File: src/rtl/adc_serial_pkg.sv
// Shared types and sizing helpers for the serial ADC responder.
package adc_serial_pkg;

    typedef enum logic [1:0] {
        IDLE,
        SHIFT,
        TAIL
    } state_e;

    function automatic int unsigned frame_len(input int unsigned data_bits,
                                              input int unsigned lead_zeros);
        return data_bits + lead_zeros;
    endfunction

    // Bit counter must be able to hold the value F itself (terminal count).
    function automatic int unsigned idx_width(input int unsigned frame_bits);
        return unsigned'($clog2(frame_bits + 1));
    endfunction

endpackage

File: src/rtl/edge_sync.sv
// Multi-flop synchronizer for an asynchronous pin with rise/fall detect on the synced level.
module edge_sync #(
    parameter int unsigned SYNC_STAGES = 2,
    parameter logic        RESET_VAL   = 1'b0
) (
    input  logic clk,
    input  logic reset_n,
    input  logic din,
    output logic rise,
    output logic fall
);

    logic [SYNC_STAGES-1:0] sync_q;
    logic                   prev_q;

    always_ff @(posedge clk or negedge reset_n) begin
        if (!reset_n) begin
            sync_q <= {SYNC_STAGES{RESET_VAL}};
            prev_q <= RESET_VAL;
        end else begin
            sync_q <= {sync_q[SYNC_STAGES-2:0], din};
            prev_q <= sync_q[SYNC_STAGES-1];
        end
    end

    // Decoded from flops only, so the consumer sees the edge one cycle after the last stage.
    assign rise = sync_q[SYNC_STAGES-1] & ~prev_q;
    assign fall = ~sync_q[SYNC_STAGES-1] & prev_q;

endmodule

File: src/rtl/adc_serial_responder.sv
// Serial ADC stand-in: shifts a held sample out MSB first behind a run of lead zeros.
module adc_serial_responder
    import adc_serial_pkg::*;
#(
    parameter int unsigned DATA_BITS   = 12,
    parameter int unsigned LEAD_ZEROS  = 3,
    parameter int unsigned SYNC_STAGES = 2
) (
    input  logic                 clk,
    input  logic                 reset_n,
    input  logic [DATA_BITS-1:0] sample,
    input  logic                 sample_valid,
    input  logic                 adc_cs,
    input  logic                 adc_clk,
    output logic                 adc_so,
    output logic                 busy,
    output logic                 frame_done,
    output logic                 short_frame
);

    localparam int unsigned FRAME_BITS = frame_len(DATA_BITS, LEAD_ZEROS);
    localparam int unsigned IDX_W      = idx_width(FRAME_BITS);

    logic cs_rise;
    logic cs_fall;
    logic sclk_fall;
    logic unused_sclk_rise;

    edge_sync #(
        .SYNC_STAGES (SYNC_STAGES),
        .RESET_VAL   (1'b1)
    ) u_cs_sync (
        .clk     (clk),
        .reset_n (reset_n),
        .din     (adc_cs),
        .rise    (cs_rise),
        .fall    (cs_fall)
    );

    edge_sync #(
        .SYNC_STAGES (SYNC_STAGES),
        .RESET_VAL   (1'b0)
    ) u_clk_sync (
        .clk     (clk),
        .reset_n (reset_n),
        .din     (adc_clk),
        .rise    (unused_sclk_rise),
        .fall    (sclk_fall)
    );

    state_e               state_q;
    logic [IDX_W-1:0]     idx_q;
    logic [DATA_BITS-1:0] hold_q;
    logic [DATA_BITS-1:0] shreg_q;
    logic [DATA_BITS-1:0] load_val;
    logic [IDX_W-1:0]     idx_nxt;

    // A load coinciding with the chip-select detect goes straight into the frame.
    assign load_val = sample_valid ? sample : hold_q;
    assign idx_nxt  = idx_q + 1'b1;

    function automatic logic frame_bit(input logic [IDX_W-1:0]     i,
                                       input logic [DATA_BITS-1:0] sr);
        int unsigned          pos;
        logic [DATA_BITS-1:0] shifted;
        pos = 32'(i);
        if (pos < LEAD_ZEROS || pos >= FRAME_BITS) begin
            return 1'b0;
        end
        shifted = sr << (pos - LEAD_ZEROS);
        return shifted[DATA_BITS-1];
    endfunction

    always_ff @(posedge clk or negedge reset_n) begin
        if (!reset_n) begin
            state_q     <= IDLE;
            idx_q       <= '0;
            hold_q      <= '0;
            shreg_q     <= '0;
            adc_so      <= 1'b0;
            busy        <= 1'b0;
            frame_done  <= 1'b0;
            short_frame <= 1'b0;
        end else begin
            frame_done  <= 1'b0;
            short_frame <= 1'b0;
            if (sample_valid) begin
                hold_q <= sample;
            end
            if (cs_rise) begin
                state_q <= IDLE;
                adc_so  <= 1'b0;
                busy    <= 1'b0;
                if (state_q == TAIL) begin
                    frame_done <= 1'b1;
                end
                if (state_q == SHIFT) begin
                    short_frame <= 1'b1;
                end
            end else begin
                case (state_q)
                    IDLE: begin
                        // An adc_clk edge in the same cycle as the select is dropped here.
                        if (cs_fall) begin
                            shreg_q <= load_val;
                            idx_q   <= '0;
                            state_q <= SHIFT;
                            busy    <= 1'b1;
                            adc_so  <= frame_bit('0, load_val);
                        end
                    end
                    SHIFT: begin
                        if (sclk_fall) begin
                            idx_q  <= idx_nxt;
                            adc_so <= frame_bit(idx_nxt, shreg_q);
                            if (idx_nxt == IDX_W'(FRAME_BITS)) begin
                                state_q <= TAIL;
                            end
                        end
                    end
                    TAIL: begin
                        adc_so <= 1'b0;
                    end
                    default: begin
                        state_q <= IDLE;
                        adc_so  <= 1'b0;
                        busy    <= 1'b0;
                    end
                endcase
            end
        end
    end

endmodule
File: config.mk
export PLATFORM = sky130hd
export DESIGN_NAME = adc_serial_responder
export DESIGN_NICKNAME = d
export VERILOG_FILES = /design/src/rtl/adc_serial_pkg.sv /design/src/rtl/edge_sync.sv /design/src/rtl/adc_serial_responder.sv
export SDC_FILE = /design/constraint.sdc
export NUM_CORES = 1
export LEC_CHECK = 0
export BUFFER_PORTS_ARGS = -buffer_cell sky130_fd_sc_hd__buf_2
export CAP_MARGIN = 20
export CELL_PAD_IN_SITES_DETAIL_PLACEMENT = 0
export CELL_PAD_IN_SITES_GLOBAL_PLACEMENT = 1
export CORE_ASPECT_RATIO = 1.75
export CORE_UTILIZATION = 47
export CTS_CLUSTER_SIZE = 28
export DETAILED_ROUTE_END_ITERATION = 16
export PLACE_DENSITY = 0.76
export SYNTH_ARGS = -nofsm -noshare
export SYNTH_HDL_FRONTEND = slang
export SYNTH_SLANG_ARGS = --single-unit
File: constraint.sdc
create_clock -name clk -period 2.5 [get_ports clk]
set_input_delay 0.25 -clock clk [delete_from_list [all_inputs] [get_ports clk]]
set_output_delay 0.25 -clock clk [all_outputs]
set_load 0.1 [all_outputs]
==> Word-level counts from Yosys, hierarchy flattened <==
Index checks and enable logic that the tools add are counted.
{ "word_totals": {"regBits": 40, "out_inout_bits": 4, "elab_cells": 69} }
{ "classes": {"n_addsub": 2, "order_cmp": 2, "eq_ne": 10, "shift": 1, "n_mux": 26, "bitwise": 7, "reduce_logical": 9} }
{ "ops": {"columns": ["op", "count"], "rows": [
  ["$shl A12 B32 Y12", 1],
  ["$mux W1", 15],
  ["$mux W12", 1],
  ["$mux W2", 4],
  ["$mux W4", 2],
  ["$pmux W4 S2", 1],
  ["$reduce_and A4 Y1", 2],
  ["$ne A2 B2 Y1 const B", 3],
  ["$ne A3 B3 Y1 const B", 2],
  ["$pmux W2 S3", 1],
  ["$sub A4 B2 Y5 const B", 1],
  ["$add A4 B1 Y4 const B", 1],
  ["$eq A4 B4 Y1 const B", 1],
  ["$ge A4 B4 Y1 const B", 1],
  ["$lt A4 B2 Y1 const B", 1],
  ["$not A1 Y1", 4],
  ["$pmux W1 S2", 2],
  ["$reduce_and A2 Y1", 2],
  ["$and A1 B1 Y1", 3],
  ["$ne A3 B2 Y1 const B", 1],
  ["$reduce_and A3 Y1", 1],
  ["$eq A2 B1 Y1 const B", 1],
  ["$eq A2 B2 Y1 const B", 1],
  ["$logic_not A2 Y1", 1],
  ["4 further kinds", 4]
]} }

==> Depth between registers and ports, before layout <==
{ "depth": {"ltp_word": 11, "ltp_mapped": 8, "mapped_depth_nobuf": 7} }

==> Modules after synthesis <==
Synthesis repeated with hierarchy kept, for this count alone.
{ "hier_totals": {"cells_unflattened": 144, "area_unflattened_um2": 1841.8} }
{ "by_module_without_submodules": {"columns": ["mod", "n_inst", "cells_each", "area_per_inst_um2"], "rows": [
  ["adc_serial_responder", 1, 134, 1657.8],
  ["edge_sync at u_cs_sync", 1, 5, 93.8],
  ["edge_sync at u_clk_sync", 1, 5, 90.1]
]} }

==> Least setup slack after synthesis <==
No wires, ideal clock.
{ "synth_timing": {"path_kind": "register to register", "startpoint": "register idx_q[0]", "endpoint": "register adc_so", "setup_ns": 0.136, "arrival_ns": 1.984, "setup_slack_ns": 0.380, "path_stages_with_launch": 8, "path_buffers": 1, "period_less_slack_ns": 2.120, "cell_sequence": "dfrtp_1 buf_2 inv_1 ha_1 mux4_1 nor3b_1 o32ai_1 a31oi_1"} }
{ "synth_via": {"elab_chain_cells": 11, "word_cells_on_any_way": 14, "cone_classes": "2 x add/sub; 2 x order compare; 1 x shift; 8 x mux; 1 x reduce/logical"} }
{ "synth_lines": {"columns": ["item", "line", "rtl"], "rows": [
  ["from (decl)", "adc_serial_responder.sv:52", "logic [IDX_W-1:0] idx_q;"],
  ["from (signal assigned)", "adc_serial_responder.sv:114", "idx_q <= idx_nxt;"],
  ["$add A4 B1 Y4 *", "adc_serial_responder.sv:60", "assign idx_nxt = idx_q + 1'b1;"],
  ["parallel branches: the longest is 6 deep, another holds $sub A4 B2 Y5", null, null],
  ["$mux W1 *", "adc_serial_responder.sv:70", "shifted = sr << (pos - LEAD_ZEROS);"],
  ["$mux W1 *", "adc_serial_responder.sv:113", "if (sclk_fall) begin"],
  ["$pmux W1 S2 *", "adc_serial_responder.sv:101", "case (state_q)"],
  ["$mux W1 *", "adc_serial_responder.sv:90", "if (cs_rise) begin"],
  ["to (signal assigned)", "adc_serial_responder.sv:109", "adc_so <= frame_bit('0, load_val);"],
  ["to (signal assigned)", "adc_serial_responder.sv:115", "adc_so <= frame_bit(idx_nxt, shreg_q);"],
  ["to (decl)", "adc_serial_responder.sv:15", "output logic adc_so,"]
]} }
Every way passes the cells marked *. The select of a mux whose other input is x is not followed.
A chain may end at the register's enable or synchronous reset.

==> Worst setup path in the final report <==
{ "layout_timing": {"startpoint": "register idx_q[1]", "endpoint": "register adc_so"} }
The elaborated chain is that of the path after synthesis.

==> reports/qor.csv <==
stage,metric,value,unit
power_and_ir_drop,clock power share,22.3,%
power_and_ir_drop,Net Sw Frac,35.0,%
logic_synthesis,post-synth top area cell,dfrtp_1,
clock_network,later-pin clock latency in the skew report,290,ps
global_routing,gr ovfl total,0,
worst_setup_path,critical setup path kind,flop to flop,
hold_path,worst hold path type,input pin to flop,
power_and_ir_drop,Psw,0.821,mW
logic_synthesis,"Async S/R FF share, synth",100,%
global_routing,first-pass GRT wire length,6.07,mm
floorplan,core area,0.00387,sq mm
placed_design,RD Place Congestion,0.807,
sta,count of final setup violators,0,
layout,ant diodes,0,
routing,vias per inst,5.59,
worst_setup_path,Crit Path Max Fanout,7,
routing,TritonRoute pass-1 iters,4,
logic_synthesis,Synth Instances,145,
hold_path,hold depth,1,
worst_setup_path,CP Capture Type,flop,
global_routing,total track usage,19.1,%
worst_setup_path,"Cell Chain, Critical Path",ha_1 > mux4_2 > nor3b_1 > a221oi_2 > o32ai_1 > a31oi_1,
global_routing,largest net degree at the start of global routing,41,
clock_network,Post-CTS Setup Bufs,0,
outcome,outcome,"finished, final reports clean",
logic_synthesis,Yosys cell types,43,
layout,final instance count without filler cells,218,
logic_synthesis,sequential share of the synthesized area,52.6,%
power_and_ir_drop,PwrDens,1080,mW/mm^2
routing,"wirelength, routed",3.48,mm
worst_setup_path,CP Data Required Time,2660,ps
worst_setup_path,worst r2r path cells,6,
floorplan,DIE AREA,0.00434,sq mm
floorplan,starting density of the core,49.4,%
worst_setup_path,WP data arrival,2290,ps
floorplan,num rows,30,
power_and_ir_drop,Peak VDD IR,0.000596,V
clock_network,post-CTS sizing,0,
power_and_ir_drop,combinational share of power,37.5,%
floorplan,IO Count,21,
layout,fin nets,193,
layout,fraction of layout cells with a size suffix above 1,38.2,%
logic_synthesis,top_reg_cell synth,dfrtp_1,
worst_setup_path,reg2reg end,adc_so,
logic_synthesis,Synth top area share,48.4,%
worst_setup_path,worst path buffer plus inverter count,0,
clock_network,cts bufs inserted,5,
placed_design,dpl cells,210,
sta,Final period util,85.2,%
worst_setup_path,crit-path leading delay family,multiplexers,
sta,RSZ-0062 raised after global routing,no,
clock_network,CTS clock-pin slew for the worst setup and hold paths,80,ps
sta,Final Hold Viols,0,
global_routing,vias in the first global route,1260,
logic_synthesis,syn nets,169,
clock_network,clock root buffer,clkbuf_8,
power_and_ir_drop,Leakage,0.971,nW
clock_network,CTS tree,yes,
worst_setup_path,CP Launch Type,flop,
hold_path,Hold Crit Endpoint,u_cs_sync.sync_q[0],
floorplan,die height,86.4,um
floorplan,Die W,50.2,um
worst_setup_path,Slowest cell on crit path,mux4_2,
worst_setup_path,CP peak stage delay,540,ps
routing,Routed Antenna Nets,0,
power_and_ir_drop,sequential share of power,40.2,%
sta,Worst-Margin Slew,871,ps
sta,Final Max Slew Viols,0,
logic_synthesis,Synth area leaders,"dfrtp_1 48%, mux2_2 15%, ha_1 4.6%, dfstp_2 4.1%, mux4_2 2.4%",
power_and_ir_drop,Pwr Total,2.34,mW
layout,P&R area growth vs syn,13.4,%
routing,WL per Instance,16.0,um
routing,via count,1219,
worst_setup_path,FF-to-FF setup slack,370,ps
logic_synthesis,"EDFF count, synth",0,
sta,minimum clock period,2130,ps
clock_network,Hold Buf Count CTS,0,
placed_design,PortBufs,20,
routing,drt initial violations,18,
logic_synthesis,"Avg Cell Area, Syn",13.2,sq um
worst_setup_path,CP Launch Point,idx_q[1],
power_and_ir_drop,Internal Pwr Total,1.52,mW
sta,Clock Skews,4.32,ps
flow_run,Max-cap violations,0,
logic_synthesis,Ys Warns,0,
clock_network,clock sink count,40,
hold_path,hold_sp,adc_cs,
clock_network,CTS max path bufs,2,
placed_design,post-detail-place hpwl,2.62,mm
logic_synthesis,Mapped Area,0.00191,sq mm
routing,DRC viols,0,
clock_network,H-tree levels,2,
sta,Slew headroom,41.9,%
worst_setup_path,Reg2Reg Launch Point,idx_q[1],
logic_synthesis,synthesis-stage register bit count,40,
sta,setup_tns,0,ps
sta,Peak Freq,0.469,GHz
global_routing,antenna violations before repair,0,
==> routing by layer <==
metal / vias to the layer above / GRT usage [%] / part of all wire [%]
li1: 574 / - / -
met1: 608 / 20.7 / 38
met2: 26 / 34.2 / 55
met3: 11 / 3.16 / 3.0
met4: 0 / 10.6 / 3.1
met5: - / 0 / 0
==> power by group through the flow <==
stage	Combinational, mW	Clock [mW]	Sequential [mW]
final	0.880	0.522	0.943
after global routing	0.966	0.561	0.966
after global placement	0.861	0	0.946
after detailed placement	0.890	0	0.961
after floorplan	0.620	0	1.01
after CTS	0.890	0.537	0.948
==> stage by stage <==
step	util (%)	instance area [sq um]	setup slack [ps]	hold slack, ps
global placement	53.3	2060	437	335
global route	56.1	2170	220	38.2
CTS	56.1	2170	346	46.1
finish	56.1	2170	370	50.8
detailed placement	53.3	2060	339	337
floorplan	-	1910	380	-45.6
==> worst max-delay path by stage <==
stage	to	cells after the start
after floorplan	adc_so	7
after global placement	adc_so	5
after detailed placement	adc_so	6
after CTS	adc_so	6
after global routing	adc_so	6
final	adc_so	6
==> cells by family (layout without fill, tap and decap cells) <==
family                     after synthesis  after routing  share of synthesized area, %
muxes                                   30             30                          19.5
AOI/OAI and AO/OA                       23             23                          10.4
xor gates and xnor gates                 2              2                         0.916
buffers and inverters                   14             39                          3.14
and+or+nand+nor                         29             29                          8.90
adders and majority gates                7              7                          4.58
DFF                                     40             40                          52.6
==> flip-flops by register name (all words and copies together), names as in the netlist <==
signal,flops
short_frame,1
frame_done,1
state_q,2
u_clk_sync.prev_q,1
busy,1
hold_q,12
idx_q,4
u_cs_sync.sync_q,2
u_cs_sync.prev_q,1
adc_so,1
shreg_q,12
u_clk_sync.sync_q,2
==> worst reg2reg max path, stage by stage (launching register included) <==
cell and delay, ps:
dfrtp_1 450, ha_1 430, mux4_2 550, nor3b_1 260
a221oi_2 50, o32ai_1 140, a31oi_1 120
==> cell usage after synthesis, drive strengths merged (2+ instances only) <==
master	count
dfstp	3
dfrtp	37
nand2b	2
nor3b	4
ha	7
mux2i	2
a21oi	2
nand3	7
mux4	3
inv	9
and2	3
mux2	25
nor2	4
buf	4
xnor2	2
nand2	2
o21ai	5
a211oi	2
o31a	2
a31oi	2
==> placed cells by master, fill, tap and decap left out, types with 2 or more instances in the layout <==
| cell | count |
|---|---|
| nor2_1 | 4 |
| inv_1 | 9 |
| nand2b_1 | 2 |
| mux4_2 | 2 |
| o21ai_0 | 4 |
| a31oi_1 | 2 |
| nand2_1 | 2 |
| o31a_1 | 2 |
| ha_1 | 7 |
| clkbuf_8 | 5 |
| xnor2_1 | 2 |
| and2_1 | 3 |
| buf_2 | 20 |
| dfstp_2 | 3 |
| nand3_1 | 7 |
| buf_4 | 2 |
| mux2_2 | 25 |
| a21oi_1 | 2 |
| nor3b_1 | 4 |
| mux2i_1 | 2 |
| dfrtp_1 | 37 |
==> final cells by class <==
cell class	count	area, sq um
fill	342	1700
sequential	40	1000
multi-input combinational	91	847
timing repair buffer	22	115
clock buffer	6	72.6
tap	48	60.1
clock inverter	2	35.0
inverter	9	33.8
No activity file was read; power rests on OpenSTA's default activity.
